$ cat config.mk
export PLATFORM = sky130hd
export DESIGN_NAME = spi_host_master
export DESIGN_NICKNAME = d
export VERILOG_FILES = /design/src/rtl/spi_host_master.sv
export SDC_FILE = /design/constraint.sdc
export NUM_CORES = 1
export LEC_CHECK = 0
export ABC_AREA = 1
export BUFFER_PORTS_ARGS = -buffer_cell sky130_fd_sc_hd__buf_2
export CAP_MARGIN = 10
export CORE_MARGIN = 5
export CORE_UTILIZATION = 47
export DETAILED_ROUTE_END_ITERATION = 16
export GPL_ROUTABILITY_DRIVEN = 1
export PLACE_DENSITY_LB_ADDON = 0.15
export SLEW_MARGIN = 25
export SYNTH_ARGS = -nofsm -noshare
export SYNTH_HDL_FRONTEND = slang
export SYNTH_SLANG_ARGS = --single-unit
$ cat constraint.sdc
create_clock -name clk -period 3 [get_ports clk]
set_clock_uncertainty 0.1 [all_clocks]
set_input_delay 0 -clock clk [delete_from_list [all_inputs] [get_ports clk]]
set_output_delay 0 -clock clk [all_outputs]
set_load 0.02 [all_outputs]
$ cat src/rtl/spi_host_master.sv
// spi_host_master
//   Mode-0 SPI host for the SmolBoi slave. It turns one parallel request
//   ({addr, rw, wdata}) into a single 16-bit frame, sent MSB first as
//   addr[6:0], rw, data[7:0]. On reads it returns the byte seen on miso
//   during the data phase.
//
// Ports
//   clk    in   system clock, rising edge
//   reset  in   asynchronous, active-high reset
//   start  in   request strobe, accepted only while busy == 0
//   rw     in   1 = read, 0 = write (sampled with start)
//   addr   in   7-bit slave address (sampled with start)
//   wdata  in   data-phase byte (still shifted out on reads)
//   busy   out  high while a frame is in progress
//   done   out  one-cycle pulse at frame end
//   rdata  out  last read byte; holds until the next read completes
//   cs     out  chip select, active low
//   sclk   out  SPI clock, idles low
//   mosi   out  host-out data
//   miso   in   host-in data
//
// state   | meaning
// --------+--------------------------------------------------------
// IDLE    | cs high, waiting for start
// SETUP   | cs low, sclk low, CS_SETUP cycles before the first bit
// SHIFT   | 16 bit periods of CLKDIV low + CLKDIV high clk cycles
// HOLD    | cs still low for CS_HOLD cycles after the last fall

module spi_host_master #(
  parameter int CLKDIV   = 16,
  parameter int CS_SETUP = 4,
  parameter int CS_HOLD  = 4
) (
  input  logic       clk,
  input  logic       reset,
  input  logic       start,
  input  logic       rw,
  input  logic [6:0] addr,
  input  logic [7:0] wdata,
  output logic       busy,
  output logic       done,
  output logic [7:0] rdata,
  output logic       cs,
  output logic       sclk,
  output logic       mosi,
  input  logic       miso
);

  localparam int CW = 16;
  localparam logic [CW-1:0] SETUP_LD = CW'(CS_SETUP - 1);
  localparam logic [CW-1:0] HALF_LD  = CW'(CLKDIV - 1);
  localparam logic [CW-1:0] HOLD_LD  = CW'(CS_HOLD - 1);

  typedef enum logic [1:0] {
    ST_IDLE,
    ST_SETUP,
    ST_SHIFT,
    ST_HOLD
  } state_t;

  state_t          state;
  logic [CW-1:0]   cnt;
  logic [3:0]      bit_cnt;
  // Frame bits still to be sent; the current bit already sits on mosi.
  logic [14:0]     tx;
  logic [7:0]      rx;
  logic            rw_q;

  always_ff @(posedge clk or posedge reset) begin
    if (reset) begin
      state   <= ST_IDLE;
      cnt     <= '0;
      bit_cnt <= '0;
      tx      <= '0;
      rx      <= '0;
      rw_q    <= 1'b0;
      busy    <= 1'b0;
      done    <= 1'b0;
      rdata   <= '0;
      cs      <= 1'b1;
      sclk    <= 1'b0;
      mosi    <= 1'b0;
    end else begin
      done <= 1'b0;
      case (state)
        ST_IDLE: begin
          cs   <= 1'b1;
          sclk <= 1'b0;
          mosi <= 1'b0;
          busy <= 1'b0;
          if (start) begin
            tx      <= {addr[5:0], rw, wdata};
            rw_q    <= rw;
            mosi    <= addr[6];
            cs      <= 1'b0;
            busy    <= 1'b1;
            cnt     <= SETUP_LD;
            bit_cnt <= '0;
            state   <= ST_SETUP;
          end
        end

        ST_SETUP: begin
          if (cnt == '0) begin
            cnt   <= HALF_LD;
            state <= ST_SHIFT;
          end else begin
            cnt <= cnt - 1'b1;
          end
        end

        ST_SHIFT: begin
          if (cnt != '0) begin
            cnt <= cnt - 1'b1;
          end else begin
            cnt <= HALF_LD;
            if (!sclk) begin
              sclk <= 1'b1;
              // All 16 rising-edge samples pass through; only the last
              // eight (data phase) remain when the frame ends.
              rx   <= {rx[6:0], miso};
            end else begin
              sclk <= 1'b0;
              if (bit_cnt == 4'd15) begin
                mosi  <= 1'b0;
                cnt   <= HOLD_LD;
                state <= ST_HOLD;
              end else begin
                bit_cnt <= bit_cnt + 1'b1;
                mosi    <= tx[14];
                tx      <= {tx[13:0], 1'b0};
              end
            end
          end
        end

        ST_HOLD: begin
          if (cnt == '0) begin
            cs    <= 1'b1;
            busy  <= 1'b0;
            done  <= 1'b1;
            if (rw_q) rdata <= rx;
            state <= ST_IDLE;
          end else begin
            cnt <= cnt - 1'b1;
          end
        end

        default: state <= ST_IDLE;
      endcase
    end
  end

endmodule

==> results of run 1 <==
[flip-flops by register name, summed over array words and instances, names as in the netlist]
name / flops
bit_cnt: 4
done: 1
busy: 1
rw_q: 1
tx: 15
sclk: 1
mosi: 1
rx: 8
rdata: 8
state: 2
cs: 1
cnt: 16
[power by group through the flow]
stage / sequential (uW) / clock (uW) / combinational [uW]
6_report: 1270 / 710 / 2030
5_1_grt: 1310 / 768 / 2340
4_1_cts: 1270 / 733 / 2050
3_5_place_dp: 1280 / 0 / 2010
3_3_place_gp: 1280 / 0 / 1970
2_1_floorplan: 1280 / 0 / 1660
[synthesized netlist by cell type (4+ instances only)]
master	count	area share
nand2_1	100	0.12
dfrtp_1	58	0.46
inv_1	39	0.046
o21ai_0	27	0.043
nand3_1	25	0.040
nor2_1	24	0.029
o21ai_2	17	0.047
mux2i_1	13	0.041
nand2_2	8	0.016
ha_1	6	0.024
nand4_1	6	0.012
inv_2	5	0.0060
nor2_2	5	0.0099
nor3_1	5	0.0079
nor2_4	4	0.014
[routing by layer]
metal / global-route usage / part of all wire
met3: 0.0483 / 0.034
met1: 0.220 / 0.47
met4: 0.0656 / 0.021
met2: 0.283 / 0.48
met5: 0 / 0
[area by class of cell]
cell class              instances  area share
flip-flops and latches         59       0.395
multi-input cells             261       0.378
repair buffers                 56       0.104
inverters                      45      0.0464
clock buffers                   9      0.0331
well taps                      77      0.0257
clock inverters                 7      0.0184
[through the flow]
stage          std cells  hold WS, ns
2_1_floorplan        375       0.0574
3_3_place_gp         478      -0.0746
3_5_place_dp         478      -0.0739
4_1_cts              514       0.0361
5_1_grt              514       0.0850
6_report             514       0.0420
[critical path, cell delays in order, from the launching register on]
cell	delay (ns)
dfrtp_1	0.39
inv_1	0.11
ha_1	0.25
nand2_2	0.15
nor2_4	0.18
nand3_2	0.26
nand2_2	0.32
inv_2	0.15
nand2_2	0.15
inv_2	0.08
nor2_1	0.11
[placed cells by master, fill, tap and decap left out, types with 2 or more instances in the layout]
master / synthesis / routed
xor2_1: 2 / 2
nor3_1: 5 / 5
clkbuf_8: 0 / 9
clkinvlp_4: 0 / 2
a31oi_1: 2 / 2
inv_1: 39 / 38
buf_2: 3 / 32
o21ai_0: 27 / 27
nand3_2: 2 / 2
nor2_4: 4 / 4
nand4_1: 6 / 6
nor2_1: 24 / 24
nand2_2: 8 / 8
nand2_1: 100 / 100
o21ai_2: 17 / 17
nand3_1: 25 / 25
nor2_2: 5 / 5
dlygate4sd3_1: 0 / 20
buf_4: 2 / 4
inv_2: 5 / 6
or2_2: 3 / 3
a21oi_1: 2 / 2
o21ai_1: 3 / 3
ha_1: 6 / 6
o21bai_1: 2 / 2
clkinv_2: 0 / 3
clkinv_4: 1 / 2
dfrtp_1: 58 / 58
mux2i_1: 13 / 13
[kinds of logic (layout without fill, tap and decap cells)]
logic type | Yosys count | after routing | share of synthesized area
buf+inv | 55 | 117 | 0.0818
simple gates | 185 | 185 | 0.266
mux | 13 | 13 | 0.0413
xor+xnor | 2 | 2 | 0.00556
flops | 59 | 59 | 0.469
compound gates | 55 | 55 | 0.112
fa+ha+maj | 6 | 6 | 0.0238
[how the worst min path moves through the flow]
stage,startpoint,endpoint,slack (ns),cells after the start
floorplan,wdata[0],tx[0]$_DFFE_PP0P_,0.06,2
global placement,reset,rx[0]$_DFFE_PP0P_,-0.07,2
detailed placement,reset,rx[0]$_DFFE_PP0P_,-0.07,2
CTS,start,cs$_DFFE_PP1P_,0.04,4
global route,start,cs$_DFFE_PP1P_,0.09,4
finish,start,cs$_DFFE_PP1P_,0.04,4
==> results by group, run 1 <==
Worst setup path
  • Worst Setup Start Kind: flip-flop
  • R2R depth: 10
  • Critical Path End: cnt[11]$_DFFE_PP0P_
  • Crit Reg-Reg Endpoint: cnt[11]$_DFFE_PP0P_
  • Worst Path Max Fanout: 12
  • Worst EP arrival: roughly 2.5 ns
  • Worst reg2reg path startpoint: cnt[0]$_DFFE_PP0P_
  • Worst R2R Setup Slack: 0.68 ns
  • Worst Path Required: 3.17 ns
  • CP endpoint kind: flip-flop
  • CP startpoint: cnt[0]$_DFFE_PP0P_
  • Crit path kind: flip-flop to flip-flop

STA
  • Slew @ Worst Pin: between 0.4 and 0.5 ns
  • Setup TNS: 0 ns
  • Final hold vios: 0
  • Period utilisation layout: 0.775
  • Fmax: 0.430 GHz
  • Worst relative slew slack: 0.712
  • Post-layout min period: 2.32 ns
  • Final setup margin: 0.675 ns
  • Max Slew Vio Count: 0
  • Unrepaired setup endpoints after global routing: no
  • Final setup vio count: 0

Layout
  • Seq. cell area: 1480 um^2
  • Multi-input logic area: ~1400 um^2
  • Final core occ: 0.583
  • Share of cells above drive strength 1: 0.229
  • Final instance area: 3740 um^2
  • Area Growth Syn to Fin: 18.9%
  • Nets: 458
  • Fillers: 576
  • Antenna diode count: 0

Global routing
  • Total GRT Usage: 0.173
  • Initial antenna violation count: 0
  • Total gr overflow: 0
  • Vias in the first global route: 2621
  • First-pass GRT wire length: 11800 um
  • Largest net degree at the start of global routing: 39

Placement
  • PortBufs: 32
  • Placed inst area: 3350 um^2
  • Dpl ws: 0.689 ns
  • DPL Wire Length: 4680 um
  • Final GP Congestion: between 0.8 and 0.9

Floorplanning
  • DIE WIDTH: 91.9 um
  • Initial core utilization: 0.490
  • Core Area: 6420 um^2
  • Die area: 8440 um^2
  • Site Rows: 29
  • Die H: 91.9 um
  • Num ports: 33

Route
  • First DRT Iteration DRCs: 147
  • Vias: around 2.6k
  • Remaining DRCs: 0
  • Routed Antenna Nets: 0
  • Total iterations of the first detailed-routing run: 4
  • DRT Wirelength: 6610 um
  • Vias per inst: 5.11
  • WL/cell: 12.9 um

Logic synthesis
  • Ys Warns: 0
  • Synth async-reset ratio: 1.00
  • Number of synthesized flops with an enable pin: 0
  • Most used DFF post-synth: dfrtp_1
  • Post-Syn Area: approximately 3100 um^2
  • Sequential area share after synthesis: 0.469
  • Gate Count Post-Synth: 375
  • Syn nets: 401
  • Synth cell types: 34
  • Yosys reg bits: between 50 and 60
  • Synth Area per Inst: 8.40 um^2

Power and ir drop
  • Leakage: 0.00188 uW
  • Clock power share: 0.177
  • Sequential share of power: 0.317
  • Pwr Total: about 4000 uW
  • PwrDens: 1070 nW/um^2
  • Net Sw Power: 1850 uW
  • Logic pwr share: 0.506
  • Net Sw Frac: 0.461
  • Maximum VDD drop: 0.494 mV
  • Internal power: about 2200 uW

CTS
  • Clock buffer depth: 2
  • Num CTS Buffers: 9
  • Clk sinks: 59
  • Hold_buf cts: 20
  • Clock latency on the worst-skew pair: 0.34 ns
  • CTS root buf: clkbuf_8
  • Setup Fix Bufs, Post-CTS: 0
  • H-tree depth: 3
  • Reg clk slew, reported paths: about 0.070 ns
  • CTS tree: yes
  • Post-cts sizing count: 0

Outcome
  • Status: finished, final reports clean

Hold path
  • Hold Crit Class: primary input to flip-flop

Run
  • # Max-Cap Violations: 0
(Power assumes the default switching activity.)
==> inputs of run 2 (changes only) <==
--- a/config.mk
+++ b/config.mk
@@ -5,7 +5,7 @@
 export SDC_FILE = /design/constraint.sdc
 export NUM_CORES = 1
 export LEC_CHECK = 0
-export ABC_AREA = 1
+export ABC_AREA = 0
 export BUFFER_PORTS_ARGS = -buffer_cell sky130_fd_sc_hd__buf_2
 export CAP_MARGIN = 10
 export CORE_MARGIN = 5
==> constraint.sdc (replaced) <==
create_clock -name clk -period 2.4 [get_ports clk]
set_clock_uncertainty 0.1 [all_clocks]
set_input_delay 0 -clock clk [delete_from_list [all_inputs] [get_ports clk]]
set_output_delay 0 -clock clk [all_outputs]
set_load 0.02 [all_outputs]
==> results by group, run 2 <==
Logic synthesis
  • Yosys top cell by area: dfrtp_1 (unchanged)
  • Sequential area share after synthesis: 0.490 (was 0.469)
  • Top-count cell post-synth: dfrtp_1 (was nand2_1)
  • Mux contribution to synthesized area: 0.114 (was 0.0413)
  • Synth async-reset ratio: 1.00 (unchanged)
  • Top cell type's share of synthesized area: 0.481 (was 0.461)
  • Syn nets: 305 (was 401)
  • Post-Synth Adder-Cell Area: 0.0249 (was 0.0238)
  • Post-synthesis compound-gate area fraction: 0.167 (was 0.112)
  • Number of synthesized flops with an enable pin: 0 (unchanged)
  • Most used DFF post-synth: dfrtp_1 (unchanged)
  • Synth cell count leaders: dfrtp_1, a21oi_1, mux2_2 (was nand2_1, dfrtp_1, inv_1)
  • Synth Area per Inst: 10.8 um^2 (was 8.40 um^2)
  • Post-Syn Area: 3020 um^2 (was 3150 um^2)
  • Dominant cells by area after synthesis: dfrtp_1, mux2_2, a21oi_1 (was dfrtp_1, nand2_1, o21ai_2)
  • Synth cell types: 58 (was 34)
  • Simple-gate portion of the synthesized area: 0.164 (was 0.266)
  • Largest family of logic cells by synthesized area: compound AO/OA/AOI/OAI gates (was simple AND/OR/NAND/NOR gates)
  • Post-synthesis xor/xnor area fraction: 0.0145 (was 0.00556)
  • Yosys reg bits: 59 (unchanged)
  • Gate Count Post-Synth: 279 (was 375)
  • Ys Warns: 0 (unchanged)

Floorplanning
  • Core Area: 6310 um^2 (was 6420 um^2)
  • Die H: 90.1 um (was 91.9 um)
  • DIE WIDTH: 90.1 um (was 91.9 um)
  • Site Rows: 29 (unchanged)
  • Initial core utilization: 0.478 (was 0.490)
  • Num ports: 33 (unchanged)
  • Die area: 8120 um^2 (was 8440 um^2)

Worst setup path
  • Worst EP arrival: 2.44 ns (was 2.49 ns)
  • Worst R2R Setup Slack: 0.09 ns (was 0.68 ns)
  • Crit path kind: flip-flop to flip-flop (unchanged)
  • Worst Path Max Fanout: 5 (was 12)
  • Crit-path max cell delay: 0.51 ns (was 0.39 ns)
  • Crit Reg-Reg Endpoint: bit_cnt[0]$_DFFE_PP0P_ (was cnt[11]$_DFFE_PP0P_)
  • CP startpoint: cnt[7]$_DFFE_PP0P_ (was cnt[0]$_DFFE_PP0P_)
  • CP endpoint kind: flip-flop (unchanged)
  • Cell breakdown of the critical path: buf_4 -> nor4_1 -> nand4_1 -> buf_4 -> nor2_1 -> o21ai_0 -> a211o_1 (was inv_1 -> ha_1 -> nand2_2 -> nor2_4 -> nand3_2 -> nand2_2 -> inv_2 -> nand2_2 -> inv_2 -> nor2_1)
  • Worst Path Required: 2.53 ns (was 3.17 ns)
  • Slowest library cell on the worst path: nor4_1 (was dfrtp_1)
  • CP Buf/Inv Count: 2 (was 3)
  • Cell count along the critical path: 7 (was 10)
  • Critical Path End: bit_cnt[0]$_DFFE_PP0P_ (was cnt[11]$_DFFE_PP0P_)
  • Worst path top cell family by delay: simple AND/OR/NAND/NOR gates (unchanged)
  • Worst Setup Start Kind: flip-flop (unchanged)
  • Crit path top cell by count: buf_4 (was nand2_2)
  • R2R depth: 7 (was 10)
  • Worst reg2reg path startpoint: cnt[7]$_DFFE_PP0P_ (was cnt[0]$_DFFE_PP0P_)

STA
  • Final setup vio count: 0 (unchanged)
  • Setup TNS: 0 ns (unchanged)
  • Post-layout min period: 2.31 ns (was 2.32 ns)
  • Worst relative slew slack: 0.551 (was 0.712)
  • Fmax: 0.433 GHz (was 0.430 GHz)
  • Slew @ Worst Pin: 0.667 ns (was 0.432 ns)
  • Max Slew Vio Count: 0 (unchanged)
  • Final hold vios: 0 (unchanged)
  • Period utilisation layout: 0.962 (was 0.775)

Power and ir drop
  • Leakage: 0.00176 uW (was 0.00188 uW)
  • PwrDens: 1410 nW/um^2 (was 1070 nW/um^2)
  • Maximum VDD drop: 0.666 mV (was 0.494 mV)

Layout
  • Largest Register: cnt (unchanged)
  • Fillers: 569 (was 576)
  • Area Growth Syn to Fin: 27.9% (was 18.9%)
  • Commonest cells after routing, fill and taps aside: dfrtp_1, a21oi_1, buf_2, buf_4, dlygate4sd3_1 (was nand2_1, dfrtp_1, inv_1, buf_2, o21ai_0)
  • Final instance area: 3860 um^2 (was 3740 um^2)
  • Max reg flops: 16 (unchanged)
  • Most common cell after layout, fill and taps aside: dfrtp_1 (was nand2_1)
  • Share of cells above drive strength 1: 0.306 (was 0.229)
  • Biggest regs: cnt x16, tx x15 (unchanged)
  • Nets: 381 (was 458)
  • Antenna diode count: 0 (unchanged)

Placement
  • PortBufs: 32 (unchanged)
  • DPL Wire Length: 4710 um (was 4680 um)
  • Placed inst area: 3390 um^2 (was 3350 um^2)
  • Final GP Congestion: 0.871 (was 0.844)

CTS
  • Clock latency on the worst-skew pair: 0.34 ns (about the same)
  • Clk sinks: 59 (unchanged)
  • CTS root buf: clkbuf_8 (unchanged)
  • H-tree depth: 3 (unchanged)
  • CTS tree: yes (unchanged)
  • Clock buffer depth: 2 (unchanged)
  • Num CTS Buffers: 9 (unchanged)
  • Reg clk slew, reported paths: 0.07 ns (about the same)

Route
  • Remaining DRCs: 0 (unchanged)
  • Routed Antenna Nets: 0 (unchanged)
  • DRT Wirelength: 6850 um (was 6610 um)
  • WL/cell: 15.7 um (was 12.9 um)
  • Total iterations of the first detailed-routing run: 4 (unchanged)
  • First DRT Iteration DRCs: 108 (was 147)
  • Vias per inst: 5.63 (was 5.11)
  • Vias: 2460 (was 2624)

Hold path
  • Hold Crit Class: primary input to async pin (was primary input to flip-flop)

Global routing
  • Total gr overflow: 0 (unchanged)
  • Largest net degree at the start of global routing: 27 (was 39)
  • Vias in the first global route: 2483 (was 2621)
  • First-pass GRT wire length: 11900 um (was 11800 um)
  • Initial antenna violation count: 0 (unchanged)
  • Total GRT Usage: 0.178 (was 0.173)

Run
  • # Max-Cap Violations: 0 (unchanged)

Outcome
  • Status: finished, final reports clean (unchanged)
-- run 2: changes by cell type after synthesis, moves of 7 or more --
cell,before,now
nand2_2,8,0
mux2_2,0,18
o21ai_2,17,0
nor2_1,24,16
a21oi_1,2,34
nor4_1,1,8
inv_1,39,8
nand3_1,25,7
nand2_1,100,15
o21ai_0,27,14
-- run 2: area by class of cell --
| type | count | area (um^2) | area share |
|---|---|---|---|
| clock buffer | 9 | 124 | 0.0321 |
| clock inverter | 7 | 98.8 | 0.0256 |
| inverter | 8 | 30.0 | 0.00778 |
| multi-input combinational | 202 | 1490 | 0.385 |
| sequential | 59 | 1480 | 0.383 |
| tap | 77 | 96.3 | 0.0250 |
| timing repair buffer | 75 | 549 | 0.142 |
-- run 2: report_power, final --
part / switching [uW] / internal [uW]
sequential: 264 / 1340
combinational: 1620 / 1200
clock: 426 / 591
total: 2310 / 3130
-- run 2: layer usage --
layer | up-vias | wire [um] | global-route usage
met3 | 8 | 312 | 0.0459
met5 | - | 0 | 0
li1 | 1211 | - | -
met4 | 0 | 102 | 0.0707
met2 | 64 | 3060 | 0.258
met1 | 1177 | 3380 | 0.254
-- run 2: logic make-up (layout without fill, tap and decap cells) --
group	after synthesis	in the layout
xor+xnor	5	5
simple gates	79	79
mux	32	32
buf+inv	18	99
fa+ha+maj	6	6
flops	59	59
compound gates	80	80
-- run 2: worst min path at each step --
stage                                 endpoint   from  slack (ns)
after floorplan               rw_q$_DFFE_PP0P_     rw        0.05
after global placement       rx[0]$_DFFE_PP0P_  reset       -0.14
after detailed placement  rdata[0]$_DFFE_PP0P_  reset       -0.14
after CTS                 rdata[5]$_DFFE_PP0P_  reset        0.03
after global routing      rdata[5]$_DFFE_PP0P_  reset        0.09
final                     rdata[5]$_DFFE_PP0P_  reset        0.04
-- run 2: metrics by stage --
step / util / hold WS, ns / total power (uW) / setup WS [ns] / std cells
3_3_place_gp: 0.537 / -0.139 / 4260 / 0.0558 / 399
2_1_floorplan: - / 0.0504 / 3480 / 0.217 / 279
3_5_place_dp: 0.537 / -0.137 / 4280 / 0.0228 / 399
6_report: 0.612 / 0.0392 / 5440 / 0.0906 / 437
5_1_grt: 0.612 / 0.0889 / 5840 / -0.0102 / 437
4_1_cts: 0.604 / 0.0328 / 5360 / 0.00621 / 435
-- run 2: worst min-delay path, stage by stage --
cell,delay [ns]
dlygate4sd3_1,0.53
buf_2,0.12
inv_2,0.23
-- run 2: timing repair --
action                                  in CTS  in global routing
hold buffers                                20                  0
resized for setup                            0                  7
endpoints found under the setup margin       0                 35
endpoints found under the hold margin       78                  0
buffers inserted                             0                  2
